==> config.mk <==
export PLATFORM = sky130hd
export DESIGN_NAME = alu_arbiter
export DESIGN_NICKNAME = d
export VERILOG_FILES = /design/src/rtl/alu_arbiter.sv
export SDC_FILE = /design/constraint.sdc
export NUM_CORES = 1
export LEC_CHECK = 0
export BUFFER_PORTS_ARGS = -buffer_cell sky130_fd_sc_hd__buf_4
export CAP_MARGIN = 20
export CORE_ASPECT_RATIO = 0.7
export CORE_MARGIN = 2
export CORE_UTILIZATION = 42
export DETAILED_ROUTE_END_ITERATION = 8
export PLACE_DENSITY_LB_ADDON = 0.15
export SLEW_MARGIN = 10
export SYNTH_ARGS = -nofsm -noshare
export SYNTH_HDL_FRONTEND = slang
export SYNTH_SLANG_ARGS = --single-unit
==> constraint.sdc <==
create_clock -name clk_in -period 3.3 [get_ports clk_in]
set_input_delay 0.66 -clock clk_in [delete_from_list [all_inputs] [get_ports clk_in]]
set_output_delay 0.66 -clock clk_in [all_outputs]
set_load 0.005 [all_outputs]
==> src/rtl/alu_arbiter.sv <==
// Two-requester round-robin front end for a shared combinational ALU.
// Each transaction is accepted in IDLE, executed in EXEC, and returned in RESP.
module alu_arbiter (
  input  logic       clk_in,
  input  logic       rst_n_in,
  input  logic       req0_valid_in,
  output logic       req0_ready_out,
  input  logic [2:0] req0_unit_sel_in,
  input  logic       req0_op_sel_in,
  input  logic [7:0] req0_acc_in,
  input  logic [7:0] req0_src_in,
  output logic       rsp0_valid_out,
  input  logic       rsp0_ready_in,
  output logic [7:0] rsp0_res_out,
  input  logic       req1_valid_in,
  output logic       req1_ready_out,
  input  logic [2:0] req1_unit_sel_in,
  input  logic       req1_op_sel_in,
  input  logic [7:0] req1_acc_in,
  input  logic [7:0] req1_src_in,
  output logic       rsp1_valid_out,
  input  logic       rsp1_ready_in,
  output logic [7:0] rsp1_res_out,
  output logic [2:0] alu_unit_sel_out,
  output logic       alu_op_sel_out,
  output logic [7:0] alu_acc_out,
  output logic [7:0] alu_src_out,
  input  logic [7:0] alu_res_in
);

  typedef enum logic [1:0] {
    IDLE = 2'd0,
    EXEC = 2'd1,
    RESP = 2'd2
  } state_e;

  state_e     state_q, state_d;
  logic       last_grant_q, last_grant_d;
  logic       owner_q, owner_d;
  logic [2:0] unit_q, unit_d;
  logic       op_q, op_d;
  logic [7:0] acc_q, acc_d;
  logic [7:0] src_q, src_d;
  logic [7:0] res_q, res_d;
  logic       rsp0_valid_q, rsp0_valid_d;
  logic       rsp1_valid_q, rsp1_valid_d;
  logic       grant0_s, grant1_s;
  logic       owner_ready_s;

  // Round-robin grant; ready is gated by reset so it drops the moment reset asserts
  always_comb begin
    grant0_s = 1'b0;
    grant1_s = 1'b0;
    if ((state_q == IDLE) && rst_n_in) begin
      if (req0_valid_in && (!req1_valid_in || last_grant_q)) begin
        grant0_s = 1'b1;
      end else if (req1_valid_in) begin
        grant1_s = 1'b1;
      end else begin
        grant0_s = 1'b0;
        grant1_s = 1'b0;
      end
    end else begin
      grant0_s = 1'b0;
      grant1_s = 1'b0;
    end
  end

  assign req0_ready_out = grant0_s;
  assign req1_ready_out = grant1_s;
  assign owner_ready_s  = owner_q ? rsp1_ready_in : rsp0_ready_in;

  // Next-state and datapath register updates for the three-phase transaction
  always_comb begin
    state_d      = state_q;
    last_grant_d = last_grant_q;
    owner_d      = owner_q;
    unit_d       = unit_q;
    op_d         = op_q;
    acc_d        = acc_q;
    src_d        = src_q;
    res_d        = res_q;
    rsp0_valid_d = rsp0_valid_q;
    rsp1_valid_d = rsp1_valid_q;
    case (state_q)
      IDLE: begin
        if (grant0_s) begin
          unit_d       = req0_unit_sel_in;
          op_d         = req0_op_sel_in;
          acc_d        = req0_acc_in;
          src_d        = req0_src_in;
          owner_d      = 1'b0;
          last_grant_d = 1'b0;
          state_d      = EXEC;
        end else if (grant1_s) begin
          unit_d       = req1_unit_sel_in;
          op_d         = req1_op_sel_in;
          acc_d        = req1_acc_in;
          src_d        = req1_src_in;
          owner_d      = 1'b1;
          last_grant_d = 1'b1;
          state_d      = EXEC;
        end else begin
          state_d = IDLE;
        end
      end
      EXEC: begin
        res_d        = alu_res_in;
        rsp0_valid_d = ~owner_q;
        rsp1_valid_d = owner_q;
        state_d      = RESP;
      end
      RESP: begin
        if (owner_ready_s) begin
          rsp0_valid_d = 1'b0;
          rsp1_valid_d = 1'b0;
          state_d      = IDLE;
        end else begin
          state_d = RESP;
        end
      end
      default: begin
        rsp0_valid_d = 1'b0;
        rsp1_valid_d = 1'b0;
        state_d      = IDLE;
      end
    endcase
  end

  // State, operand, result and response-valid registers
  always_ff @(posedge clk_in or negedge rst_n_in) begin
    if (!rst_n_in) begin
      state_q      <= IDLE;
      last_grant_q <= 1'b1;
      owner_q      <= 1'b0;
      unit_q       <= 3'd0;
      op_q         <= 1'b0;
      acc_q        <= 8'd0;
      src_q        <= 8'd0;
      res_q        <= 8'd0;
      rsp0_valid_q <= 1'b0;
      rsp1_valid_q <= 1'b0;
    end else begin
      state_q      <= state_d;
      last_grant_q <= last_grant_d;
      owner_q      <= owner_d;
      unit_q       <= unit_d;
      op_q         <= op_d;
      acc_q        <= acc_d;
      src_q        <= src_d;
      res_q        <= res_d;
      rsp0_valid_q <= rsp0_valid_d;
      rsp1_valid_q <= rsp1_valid_d;
    end
  end

  assign rsp0_valid_out   = rsp0_valid_q;
  assign rsp1_valid_out   = rsp1_valid_q;
  assign rsp0_res_out     = res_q;
  assign rsp1_res_out     = res_q;
  assign alu_unit_sel_out = unit_q;
  assign alu_op_sel_out   = op_q;
  assign alu_acc_out      = acc_q;
  assign alu_src_out      = src_q;

endmodule

Word level (Yosys, flattened, before mapping)
Index checks and enable logic that the tools add are counted.

Bits in registers: 34. Output and inout port bits: 40.

Eq/ne operators: 3. Multiplexer cells: 23. Bitwise logic cells: 2. Reductions and logical operators: 8.

Operator list (count): $mux 8 (4); $mux 1 (13); $mux 3 (2); $pmux 1 s3 (2); $pmux 2 s3 (1); $reduce_and 2->1 (2); $eq 2x1->1 const B (1); $eq 2x2->1 const B (1); $logic_and 1x1->1 (2); $logic_not 2->1 (1); $mux 2 (1); $ne 2x2->1 const B (1); $not 1->1 (2); $reduce_bool 2->1 (1); $logic_not 1->1 (1); $logic_or 1x1->1 (1).

Logic depth before layout (Yosys ltp)
Gate-level depths: netlist of run 1.

Depth after elaboration: 8. Depth in mapped cells: 5.

Worst setup path after synthesis of run 1
OpenSTA, ideal clock, no wires.

Kind: input port to output port. From: input rst_n_in. To: output req1_ready_out. Arrival time: 1360 ps. Required time: 2640 ps. Slack: 1280 ps. Stages: 4. Path buffers: 1. Cell sequence: nor3b_4 > buf_2 > nand2_1 > a21oi_1.

Cells in the longest elaborated chain, start to end: 2.

RTL lines: from (decl) (RTL line 5) `input logic rst_n_in,`; $logic_and 1x1->1 (RTL line 54) `if ((state_q == IDLE) && rst_n_in) begin`; $mux 1 (RTL line 54); to (decl) (RTL line 16) `output logic req1_ready_out,`.

No other way between the ends.

Worst setup path in the final report of run 1
From: register state_q[0]. To: output req1_ready_out.

Cells in the longest elaborated chain, start to end: 3.

RTL lines: from (decl) (RTL line 37) `state_e state_q, state_d;`; from (signal assigned) (RTL line 144) `state_q <= state_d;`; $logic_not 2->1 (RTL line 54); $logic_and 1x1->1 (RTL line 54); $mux 1 (RTL line 54).

No other way between the ends.

==> impl_metrics.prom, run 1 <==
# TYPE chip_impl_metric gauge
chip_impl_metric{name="fin_setup_tns",unit="ps"} 0
chip_impl_metric{name="grt_antenna_before_repair",unit=""} 0
chip_impl_metric{name="core_area",unit="mm^2"} 0.00425
chip_impl_info{name="synth_top_flop_cell",value="sky130_fd_sc_hd__dfrtp_1"} 1
chip_impl_metric{name="ys_warn_count",unit=""} 0
chip_impl_metric{name="worstPathMaxFanout",unit=""} 13
chip_impl_metric{name="synth.ff_latch_count",unit=""} 34
chip_impl_metric{name="post-synth-top-area-fraction",unit="%"} 45.1
chip_impl_info{name="yosys.area.top_type",value="sky130_fd_sc_hd__dfrtp_1"} 1
chip_impl_metric{name="synthesis.area_per_instance",unit="um^2"} 9.74
chip_impl_metric{name="floorplan.rows",unit=""} 20
chip_impl_metric{name="final.min_clock_period",unit="ps"} 2300
chip_impl_metric{name="antennaDiodeCount",unit=""} 0
chip_impl_metric{name="fin_hold_ws",unit="ps"} 430
chip_impl_metric{name="maxClockFrequency",unit="MHz"} 435
chip_impl_metric{name="first_global_vias",unit=""} 1636
chip_impl_metric{name="ctsResizeCount",unit=""} 0
chip_impl_metric{name="drv_slew",unit=""} 0
chip_impl_metric{name="leakagePower",unit="nW"} 1.23
chip_impl_metric{name="critical-path-max-stage-delay",unit="ps"} 480
chip_impl_metric{name="timing.critical_path.required",unit="ps"} 2640
chip_impl_metric{name="post_synth_mux_area_share",unit="%"} 6.01
chip_impl_info{name="synth.area.top_cells",value="sky130_fd_sc_hd__dfrtp_1 (45%), sky130_fd_sc_hd__o22a_1 (9.6%), sky130_fd_sc_hd__o211ai_1 (8.2%)"} 1
chip_impl_metric{name="synth_enable_flop_cells",unit=""} 0
chip_impl_info{name="worstPathCellList",value="nor3b_4 > nand2_1 > a21oi_1 > buf_4"} 1
chip_impl_metric{name="synth_adder_area_share",unit="%"} 0
chip_impl_metric{name="max_cap_viol_count",unit=""} 0
chip_impl_info{name="rsz_0062_raised_after_global_routing",value="no"} 1
chip_impl_info{name="cts_root_buf",value="sky130_fd_sc_hd__clkbuf_8"} 1
chip_impl_metric{name="detailroute.via_count",unit=""} 1699
chip_impl_metric{name="cts.sink_count",unit=""} 34
chip_impl_info{name="capturing_element_type_of_the_critical_path",value="output port"} 1
chip_impl_metric{name="grt.total_usage",unit="%"} 20.0
chip_impl_metric{name="yosys.area_share.simple",unit="%"} 7.72
chip_impl_info{name="hp-class",value="in -> async"} 1
chip_impl_metric{name="worst_setup_hold_path_clk_slew",unit="ps"} 70
chip_impl_metric{name="top_level_ports",unit=""} 94
chip_impl_metric{name="hold_bufs_inserted_after_cts",unit=""} 0
chip_impl_metric{name="design.final.nets",unit=""} 322
chip_impl_metric{name="dieHeight",unit="um"} 59.3
chip_impl_metric{name="synth_xor_area_share",unit="%"} 0
chip_impl_metric{name="path_buf_inv",unit=""} 1
chip_impl_metric{name="cp_data_arrival_time",unit="ps"} 1640
chip_impl_metric{name="final.period_utilization",unit="%"} 69.7
chip_impl_metric{name="area_enclosed_by_the_die_boundary",unit="mm^2"} 0.00491
chip_impl_info{name="synthTopCellsByCount",value="sky130_fd_sc_hd__dfrtp_1 (33), sky130_fd_sc_hd__a31oi_1 (21), sky130_fd_sc_hd__inv_1 (21), sky130_fd_sc_hd__nand2_1 (21)"} 1
chip_impl_metric{name="first_pass_grt_wire_length",unit="mm"} 7.86
chip_impl_metric{name="timing.max_slew.rel_slack",unit="%"} 44.9
chip_impl_info{name="critical_path.startpoint_type",value="flop"} 1
chip_impl_metric{name="async_flop_share",unit="%"} 100
chip_impl_metric{name="clock_insertion_delay_worst_skew",unit="ps"} 280
chip_impl_metric{name="layout-area-overhead-vs-synth",unit="%"} 42.3
chip_impl_metric{name="grt_start_max_net_pins",unit=""} 35
chip_impl_metric{name="peakVddDrop",unit="mV"} 0.548
chip_impl_metric{name="final-hold-violation-count",unit=""} 0
chip_impl_metric{name="routedWlPerCell",unit="um"} 14.8
chip_impl_metric{name="initial_core_util",unit="%"} 43.1
chip_impl_metric{name="drc_marker_count_from_the_first_detailed_route_iteration",unit=""} 62
chip_impl_info{name="timing.critical_path.max_delay_family",value="simple AND/OR/NAND/NOR gates"} 1
chip_impl_metric{name="routabilityCongestion",unit=""} 0.794
chip_impl_info{name="run_status",value="finished, final reports clean"} 1
chip_impl_metric{name="power.density",unit="mW/mm^2"} 785
chip_impl_metric{name="postCtsSetupBuffers",unit=""} 0
chip_impl_metric{name="netlist_instances",unit=""} 188
chip_impl_metric{name="cts-buffers-inserted",unit=""} 5
chip_impl_metric{name="finClkSkew",unit="ps"} 4.82
chip_impl_info{name="tritoncts",value="yes"} 1
chip_impl_metric{name="final_setup_violation_count",unit=""} 0
chip_impl_metric{name="syn_area",unit="mm^2"} 0.00183
chip_impl_metric{name="cts_max_level",unit=""} 2
chip_impl_metric{name="ant_nets",unit=""} 0
chip_impl_metric{name="gr-total-overflow",unit=""} 0
chip_impl_metric{name="num-fill-cells",unit=""} 392
chip_impl_metric{name="synth-compound-area-share",unit="%"} 27.7
chip_impl_metric{name="detailed_place_hpwl",unit="mm"} 3.34
chip_impl_metric{name="drt-pass1-iter-count",unit=""} 4
chip_impl_metric{name="synthDistinctLibCells",unit=""} 22
chip_impl_info{name="crit_path_top_delay_cell",value="sky130_fd_sc_hd__dfrtp_1"} 1
chip_impl_metric{name="buffer_ports.inserted",unit=""} 93
chip_impl_metric{name="syn-num-nets",unit=""} 242
chip_impl_metric{name="postRouteWirelength",unit="mm"} 4.79
chip_impl_metric{name="drc_violations_left",unit=""} 0
chip_impl_metric{name="seq_area_frac_synth",unit="%"} 46.5
chip_impl_info{name="synth_most_common_cell",value="sky130_fd_sc_hd__dfrtp_1"} 1
chip_impl_metric{name="clock_path_buffers",unit=""} 2
chip_impl_metric{name="viasPerCell",unit=""} 5.24
chip_impl_metric{name="drive_gt1_share",unit="%"} 43.1
chip_impl_metric{name="die_x",unit="um"} 82.9
chip_impl_metric{name="tightest_slew",unit="ps"} 826
chip_impl_info{name="main_combinational_cell_family_by_area_after_synthesis",value="compound AO/OA/AOI/OAI gates"} 1
chip_impl_info{name="worstSetupPathType",value="reg -> out"} 1
==> cells by family (layout without fill, tap and decap cells) <==
group | Yosys count | count (layout)
buf+inv | 47 | 128
compound gates | 68 | 68
flops | 34 | 34
simple gates | 29 | 29
mux | 10 | 10
==> sequential cells by signal, summed over array words and instances (netlist names) <==
signal / count
last_grant_q: 1
alu_src_out: 8
state_q: 2
rsp0_valid_out: 1
alu_unit_sel_out: 3
owner_q: 1
alu_acc_out: 8
rsp1_valid_out: 1
rsp0_res_out: 8
alu_op_sel_out: 1
==> worst paths after layout <==
| kind | from | end | slack (ps) | depth (start not counted) |
|---|---|---|---|---|
| max | state_q[0] | req1_ready_out | 1000 | 4 |
| min | rst_n_in | alu_src_out[3] | 430 | 2 |
| max reg2reg | state_q[0] | alu_acc_out[2] | 1280 | 3 |
| min reg2reg | alu_acc_out[6] | alu_acc_out[6] | 520 | 1 |
| max in group asynchronous | rst_n_in | last_grant_q | 2530 | 2 |
| min in group clk_in | alu_acc_out[6] | alu_acc_out[6] | 520 | 1 |
==> metal layers <==
| metal | up-vias | GRT usage (%) | part of all wire (%) |
|---|---|---|---|
| met2 | 61 | 31.9 | 45 |
| met5 | - | 0 | 0 |
| met4 | 0 | 5.15 | 0.69 |
| met1 | 810 | 26.9 | 47 |
| met3 | 4 | 6.13 | 7.4 |
| li1 | 824 | - | - |
==> through the flow <==
stage               instance area (um^2)  total power [mW]  worst slack, ps  util, %  std cells
global route                        2610              2.20              865     61.3        324
detailed placement                  2500              1.70             1030     58.8        316
CTS                                 2610              2.07              991     61.3        324
floorplan                           1830              1.26             1280        -        188
global placement                    2500              1.68             1050     58.8        316
finish                              2610              2.05              999     61.3        324
==> report_power, final <==
part	internal, mW	switching [mW]	leakage [nW]
combinational	0.546	0.362	0.800
sequential	0.621	0.153	0.379
clock	0.226	0.140	0.0524
==> cell usage in the layout (no fill, tap or decap), drive strengths merged <==
master   instances
and3             1
dfstp            1
bufinv           1
o211ai          20
a21oi            3
inv             21
dfrtp           33
mux2             8
and2             1
clkbuf           7
buf             99
nor2b            2
nand2           21
nor3b            1
o2bb2ai          2
mux2i            2
a21bo            1
a211oi           1
o22a            20
or2              1
nand2b           2
a31oi           21
==> area by class of cell <==
cell class | instances | area (um^2) | share of cell area [%]
tap | 55 | 68.8 | 2.64
timing repair buffer | 99 | 743 | 28.5
clock inverter | 1 | 30.0 | 1.15
inverter | 21 | 78.8 | 3.02
sequential | 34 | 852 | 32.7
multi-input combinational | 107 | 758 | 29.1
clock buffer | 7 | 76.3 | 2.93
No activity file was read; power rests on OpenSTA's default activity.
==> run 2, diff against run 1 <==
Settings changed: CORE_UTILIZATION 42 to 41.
Clock period 3.3 ns to 2.05 ns, I/O delays scaled along.
==> run 2 against run 1 <==
  * Design area grew 1.2%
  * Sequential power grew 60%
  * Die area grew 2.3%
  * First-iteration DRC count grew 52%
  * Worst hold slack lost 270 ps
  * Sequential cell count is the same
==> impl_metrics.prom, run 2 (synthesis gave the netlist of run 1 again) <==
# TYPE chip_impl_metric gauge
chip_impl_metric{name="tightest_slew",unit="ps"} 779
chip_impl_metric{name="routabilityCongestion",unit=""} 0.756
chip_impl_metric{name="detailed_place_hpwl",unit="mm"} 3.54
chip_impl_metric{name="cp_data_arrival_time",unit="ps"} 1470
chip_impl_metric{name="multi_input_area",unit="um^2"} 758
chip_impl_info{name="hp-class",value="in -> async"} 1
chip_impl_metric{name="dpl_cell_area",unit="mm^2"} 0.00253
chip_impl_metric{name="die_x",unit="um"} 83.9
chip_impl_metric{name="area_enclosed_by_the_die_boundary",unit="mm^2"} 0.00503
chip_impl_metric{name="grt.total_usage",unit="%"} 20.3
chip_impl_info{name="cts_root_buf",value="sky130_fd_sc_hd__clkbuf_8"} 1
chip_impl_metric{name="hold_bufs_inserted_after_cts",unit=""} 0
chip_impl_info{name="final_cell_mix",value="sky130_fd_sc_hd__buf_4 (103), sky130_fd_sc_hd__dfrtp_1 (33), sky130_fd_sc_hd__nand2_1 (21), sky130_fd_sc_hd__inv_1 (21), sky130_fd_sc_hd__a31oi_1 (21)"} 1
chip_impl_metric{name="top_level_ports",unit=""} 94
chip_impl_metric{name="num-fill-cells",unit=""} 391
chip_impl_metric{name="dieHeight",unit="um"} 59.9
chip_impl_metric{name="final_setup_violation_count",unit=""} 0
chip_impl_metric{name="routedWlPerCell",unit="um"} 14.6
chip_impl_metric{name="buffer_ports.inserted",unit=""} 93
chip_impl_metric{name="final-hold-violation-count",unit=""} 0
chip_impl_metric{name="fin_setup_tns",unit="ps"} 0
chip_impl_metric{name="fin_hold_ws",unit="ps"} 158
chip_impl_metric{name="antennaDiodeCount",unit=""} 0
chip_impl_metric{name="grt_antenna_before_repair",unit=""} 0
chip_impl_metric{name="total_power",unit="mW"} 3.34
chip_impl_metric{name="gr-total-overflow",unit=""} 0
chip_impl_metric{name="first_pass_grt_wire_length",unit="mm"} 7.78
chip_impl_metric{name="initial_core_util",unit="%"} 42.3
chip_impl_metric{name="max_cap_viol_count",unit=""} 0
chip_impl_metric{name="cts.sink_count",unit=""} 34
chip_impl_metric{name="worstPathMaxFanout",unit=""} 6
chip_impl_info{name="layout_commonest_cell",value="sky130_fd_sc_hd__buf_4"} 1
chip_impl_metric{name="place_inst",unit=""} 320
chip_impl_metric{name="detailroute.via_count",unit=""} 1702
chip_impl_metric{name="clock_path_buffers",unit=""} 2
chip_impl_info{name="run_status",value="finished, final reports clean"} 1
chip_impl_metric{name="cts-buffers-inserted",unit=""} 5
chip_impl_metric{name="postCtsSetupBuffers",unit=""} 0
chip_impl_metric{name="layout.cell_area.non_filler",unit="mm^2"} 0.00264
chip_impl_metric{name="floorplan.rows",unit=""} 20
chip_impl_metric{name="viasPerCell",unit=""} 5.19
chip_impl_metric{name="cts_max_level",unit=""} 2
chip_impl_metric{name="timing.critical_path.required",unit="ps"} 1640
chip_impl_metric{name="postRouteWirelength",unit="mm"} 4.79
chip_impl_metric{name="clock_insertion_delay_worst_skew",unit="ps"} 290
chip_impl_metric{name="final_standard_cell_count_with_taps_included_and_fillers_excluded",unit=""} 328
chip_impl_metric{name="drv_slew",unit=""} 0
chip_impl_metric{name="maxClockFrequency",unit="MHz"} 532
chip_impl_metric{name="core_area",unit="mm^2"} 0.00433
chip_impl_metric{name="final.period_utilization",unit="%"} 91.6
chip_impl_metric{name="ctsResizeCount",unit=""} 0
chip_impl_metric{name="final.min_clock_period",unit="ps"} 1880
chip_impl_info{name="capturing_element_type_of_the_critical_path",value="output port"} 1
chip_impl_metric{name="drive_gt1_share",unit="%"} 44.7
chip_impl_metric{name="leakagePower",unit="nW"} 1.26
chip_impl_metric{name="grt_start_max_net_pins",unit=""} 35
chip_impl_metric{name="peakVddDrop",unit="mV"} 0.642
chip_impl_metric{name="drc_violations_left",unit=""} 0
chip_impl_metric{name="power.density",unit="mW/mm^2"} 1260
chip_impl_metric{name="timing.max_slew.rel_slack",unit="%"} 48.0
chip_impl_info{name="tritoncts",value="yes"} 1
chip_impl_metric{name="final_core_utilization",unit="%"} 61.0
chip_impl_info{name="critical_path.startpoint_type",value="flop"} 1
chip_impl_info{name="worstSetupPathType",value="reg -> out"} 1
chip_impl_metric{name="finClkSkew",unit="ps"} 5.50
chip_impl_metric{name="worst_setup_hold_path_clk_slew",unit="ps"} 70
chip_impl_metric{name="first_global_vias",unit=""} 1646
chip_impl_metric{name="drc_marker_count_from_the_first_detailed_route_iteration",unit=""} 94
chip_impl_metric{name="post-route-worst-setup-slack",unit="ps"} 172
chip_impl_metric{name="post-place-ws",unit="ps"} 252
chip_impl_metric{name="ant_nets",unit=""} 0
chip_impl_info{name="rsz_0062_raised_after_global_routing",value="no"} 1
chip_impl_metric{name="design.final.nets",unit=""} 326
chip_impl_metric{name="seq_area",unit="um^2"} 852
chip_impl_metric{name="drt-pass1-iter-count",unit=""} 4
chip_impl_metric{name="layout-area-overhead-vs-synth",unit="%"} 44.1
-- run 2: power breakdown --
group          total (mW)  internal, mW  switching, mW
Clock               0.606         0.357          0.248
Combinational        1.50         0.908          0.589
Sequential           1.24         0.999          0.236
Total                3.34          2.26           1.07
-- run 2: path summary, 6_finish.rpt --
kind / start / to / slack, ps / depth (start not counted)
worst min register to register: alu_acc_out[1] / alu_acc_out[1] / 510 / 1
max in group asynchronous: rst_n_in / last_grant_q / 1560 / 2
worst min-delay path: rst_n_in / alu_unit_sel_out[0] / 160 / 2
min in group clk_in: alu_res_in[2] / rsp0_res_out[2] / 350 / 2
worst max register to register: state_q[0] / alu_src_out[4] / 310 / 3
worst max-delay path: state_q[0] / req1_ready_out / 170 / 4
-- run 2: critical path, stage by stage (launching register included) --
cell and delay (ps):
sky130_fd_sc_hd__dfrtp_1 470, sky130_fd_sc_hd__nor3b_4 290, sky130_fd_sc_hd__nand2_1 120, sky130_fd_sc_hd__a21oi_1 160, sky130_fd_sc_hd__buf_4 130
-- run 2: area by class of cell --
cell class                      count  share of cell area (%)
Inverter                           21                    2.99
Clock inverter                      3                    1.52
Multi-Input combinational cell    107                    28.7
Clock buffer                        5                    2.61
Sequential cell                    34                    32.3
Timing Repair Buffer              103                    29.3
Tap cell                           55                    2.61
-- run 2: metal layers --
layer	global-route usage, %	vias to the layer above	wire (um)
met5	0	-	0
met4	8.53	0	58
met3	5.52	5	287
met2	31.4	52	2280
met1	27.2	809	2160
li1	-	836	-
==> run 3, diff against run 2 <==
Settings changed: CORE_MARGIN 2 to 5.
==> run 3 against run 2 <==
  * Via count is 2.0% higher
  * Sequential cell count did not move
  * Die area increased by 18%
  * Routed wire length is 7.2% higher
  * Critical path type unchanged
  * Largest power group unchanged
  * Highest routed layer unchanged
==> impl_metrics.prom, run 3 (synthesis gave the netlist of run 1 again) <==
# TYPE chip_impl_metric gauge
chip_impl_metric{name="core_area",unit="mm^2"} 0.00433
chip_impl_metric{name="viasPerCell",unit=""} 5.28
chip_impl_metric{name="first_global_vias",unit=""} 1723
chip_impl_metric{name="cts-buffers-inserted",unit=""} 5
chip_impl_metric{name="worst-r2r-setup-slack",unit="ps"} 410
chip_impl_metric{name="routedWlPerCell",unit="um"} 15.6
chip_impl_metric{name="worst_setup_hold_path_clk_slew",unit="ps"} 60
chip_impl_metric{name="die_x",unit="um"} 89.9
chip_impl_metric{name="detailroute.via_count",unit=""} 1736
chip_impl_metric{name="initial_core_util",unit="%"} 42.3
chip_impl_info{name="worstSetupPathType",value="reg -> out"} 1
chip_impl_info{name="final_cell_mix",value="sky130_fd_sc_hd__buf_4 (104), sky130_fd_sc_hd__dfrtp_1 (33), sky130_fd_sc_hd__nand2_1 (21), sky130_fd_sc_hd__inv_1 (21), sky130_fd_sc_hd__a31oi_1 (21)"} 1
chip_impl_metric{name="layout-area-overhead-vs-synth",unit="%"} 44.0
chip_impl_metric{name="final_standard_cell_count_with_taps_included_and_fillers_excluded",unit=""} 329
chip_impl_metric{name="first_pass_grt_wire_length",unit="mm"} 8.27
chip_impl_metric{name="grt_antenna_before_repair",unit=""} 0
chip_impl_metric{name="clock_path_buffers",unit=""} 2
chip_impl_metric{name="timing.critical_path.required",unit="ps"} 1640
chip_impl_info{name="run_status",value="finished, final reports clean"} 1
chip_impl_metric{name="drc_marker_count_from_the_first_detailed_route_iteration",unit=""} 37
chip_impl_metric{name="drive_gt1_share",unit="%"} 44.9
chip_impl_metric{name="cts_max_level",unit=""} 2
chip_impl_metric{name="buffer_ports.inserted",unit=""} 93
chip_impl_info{name="tritoncts",value="yes"} 1
chip_impl_info{name="capturing_element_type_of_the_critical_path",value="output port"} 1
chip_impl_metric{name="drc_violations_left",unit=""} 0
chip_impl_metric{name="drv_slew",unit=""} 0
chip_impl_metric{name="finClkSkew",unit="ps"} 3.48
chip_impl_metric{name="power.density",unit="mW/mm^2"} 1230
chip_impl_info{name="critical_path.startpoint_type",value="flop"} 1
chip_impl_metric{name="place_inst",unit=""} 320
chip_impl_metric{name="dpl_cell_area",unit="mm^2"} 0.00254
chip_impl_metric{name="layout.cell_area.non_filler",unit="mm^2"} 0.00264
chip_impl_info{name="rsz_0062_raised_after_global_routing",value="no"} 1
chip_impl_metric{name="ctsResizeCount",unit=""} 0
chip_impl_metric{name="peakVddDrop",unit="mV"} 0.591
chip_impl_metric{name="routabilityCongestion",unit=""} 0.771
chip_impl_metric{name="worstPathMaxFanout",unit=""} 5
chip_impl_metric{name="fin_setup_tns",unit="ps"} 0
chip_impl_metric{name="top_level_ports",unit=""} 94
chip_impl_metric{name="postRouteWirelength",unit="mm"} 5.13
chip_impl_metric{name="max_cap_viol_count",unit=""} 0
chip_impl_metric{name="design.final.nets",unit=""} 328
chip_impl_metric{name="timing.max_slew.rel_slack",unit="%"} 71.1
chip_impl_metric{name="final_core_utilization",unit="%"} 60.9
chip_impl_metric{name="leakagePower",unit="nW"} 1.26
chip_impl_info{name="cts_root_buf",value="sky130_fd_sc_hd__clkbuf_8"} 1
chip_impl_metric{name="ff2ff_path_depth",unit=""} 5
chip_impl_info{name="worstReg2RegEnd",value="alu_unit_sel_out[2]"} 1
chip_impl_metric{name="antennaDiodeCount",unit=""} 0
chip_impl_info{name="layout_commonest_cell",value="sky130_fd_sc_hd__buf_4"} 1
chip_impl_metric{name="grt_start_max_net_pins",unit=""} 35
chip_impl_metric{name="maxClockFrequency",unit="MHz"} 544
chip_impl_metric{name="final-hold-violation-count",unit=""} 0
chip_impl_info{name="hp-class",value="in -> async"} 1
chip_impl_metric{name="floorplan.rows",unit=""} 20
chip_impl_metric{name="final.min_clock_period",unit="ps"} 1840
chip_impl_metric{name="clock_insertion_delay_worst_skew",unit="ps"} 280
chip_impl_metric{name="area_enclosed_by_the_die_boundary",unit="mm^2"} 0.00593
chip_impl_metric{name="dieHeight",unit="um"} 65.9
chip_impl_info{name="regToRegStartpoint",value="state_q[0]"} 1
chip_impl_metric{name="cts.sink_count",unit=""} 34
chip_impl_metric{name="drt-pass1-iter-count",unit=""} 4
chip_impl_metric{name="fin_hold_ws",unit="ps"} 166
chip_impl_metric{name="grt.total_usage",unit="%"} 17.2
chip_impl_metric{name="detailed_place_hpwl",unit="mm"} 3.78
chip_impl_metric{name="final_setup_violation_count",unit=""} 0
chip_impl_metric{name="ant_nets",unit=""} 0
chip_impl_metric{name="cp_data_arrival_time",unit="ps"} 1430
chip_impl_metric{name="gr-total-overflow",unit=""} 0
chip_impl_metric{name="tightest_slew",unit="ps"} 434
chip_impl_metric{name="final.period_utilization",unit="%"} 89.7
[run 3: changes by cell type in the layout (fill, tap and decap cells not counted)]
cell / delta
sky130_fd_sc_hd__bufinv_16: -1
sky130_fd_sc_hd__buf_12: +1
sky130_fd_sc_hd__buf_4: +1
[run 3: how the worst max path moves through the flow]
stage,slack [ps],from,cells after the start,end
after floorplan,480,state_q[0],4,req1_ready_out
after global placement,350,rst_n_in,5,req1_ready_out
after detailed placement,340,rst_n_in,5,req1_ready_out
after CTS,80,state_q[0],4,req1_ready_out
after global routing,130,state_q[0],4,req1_ready_out
final,210,state_q[0],4,req1_ready_out
[run 3: through the flow]
| stage | total power [mW] | worst slack [ps] |
|---|---|---|
| global route | 3.48 | 126 |
| global placement | 2.78 | 347 |
| floorplan | 2.03 | 481 |
| finish | 3.25 | 212 |
| CTS | 3.27 | 77.1 |
| detailed placement | 2.81 | 344 |
[run 3: report_power, final]
part / switching (mW) / internal, mW / total [mW]
Sequential: 0.244 / 1.00 / 1.24
Combinational: 0.610 / 0.936 / 1.55
Clock: 0.231 / 0.227 / 0.458
[run 3: metal layers]
metal / track usage (%) / wire length (um)
met2: 27.5 / 2450
met5: 0 / 0
met1: 22.0 / 2210
met4: 5.20 / 29
met3: 6.37 / 440
[run 3: worst max-delay path, stage by stage (launching register included)]
cell and delay (ps):
sky130_fd_sc_hd__dfrtp_1 470, sky130_fd_sc_hd__nor3b_4 290, sky130_fd_sc_hd__nand2_1 110, sky130_fd_sc_hd__a21oi_1 150, sky130_fd_sc_hd__buf_4 130
[run 3: layout make-up]
type | count | area (um^2)
timing repair buffer | 105 | 801
multi-input combinational | 107 | 758
clock buffer | 5 | 68.8
clock inverter | 2 | 10.0
fill | 368 | 1690
sequential | 34 | 852
tap | 55 | 68.8
inverter | 21 | 78.8
[run 3: repair_timing]
action,4_1_cts,5_1_grt
hold buffers,0,0
setup endpoints to repair,0,1
setup buffers,0,2
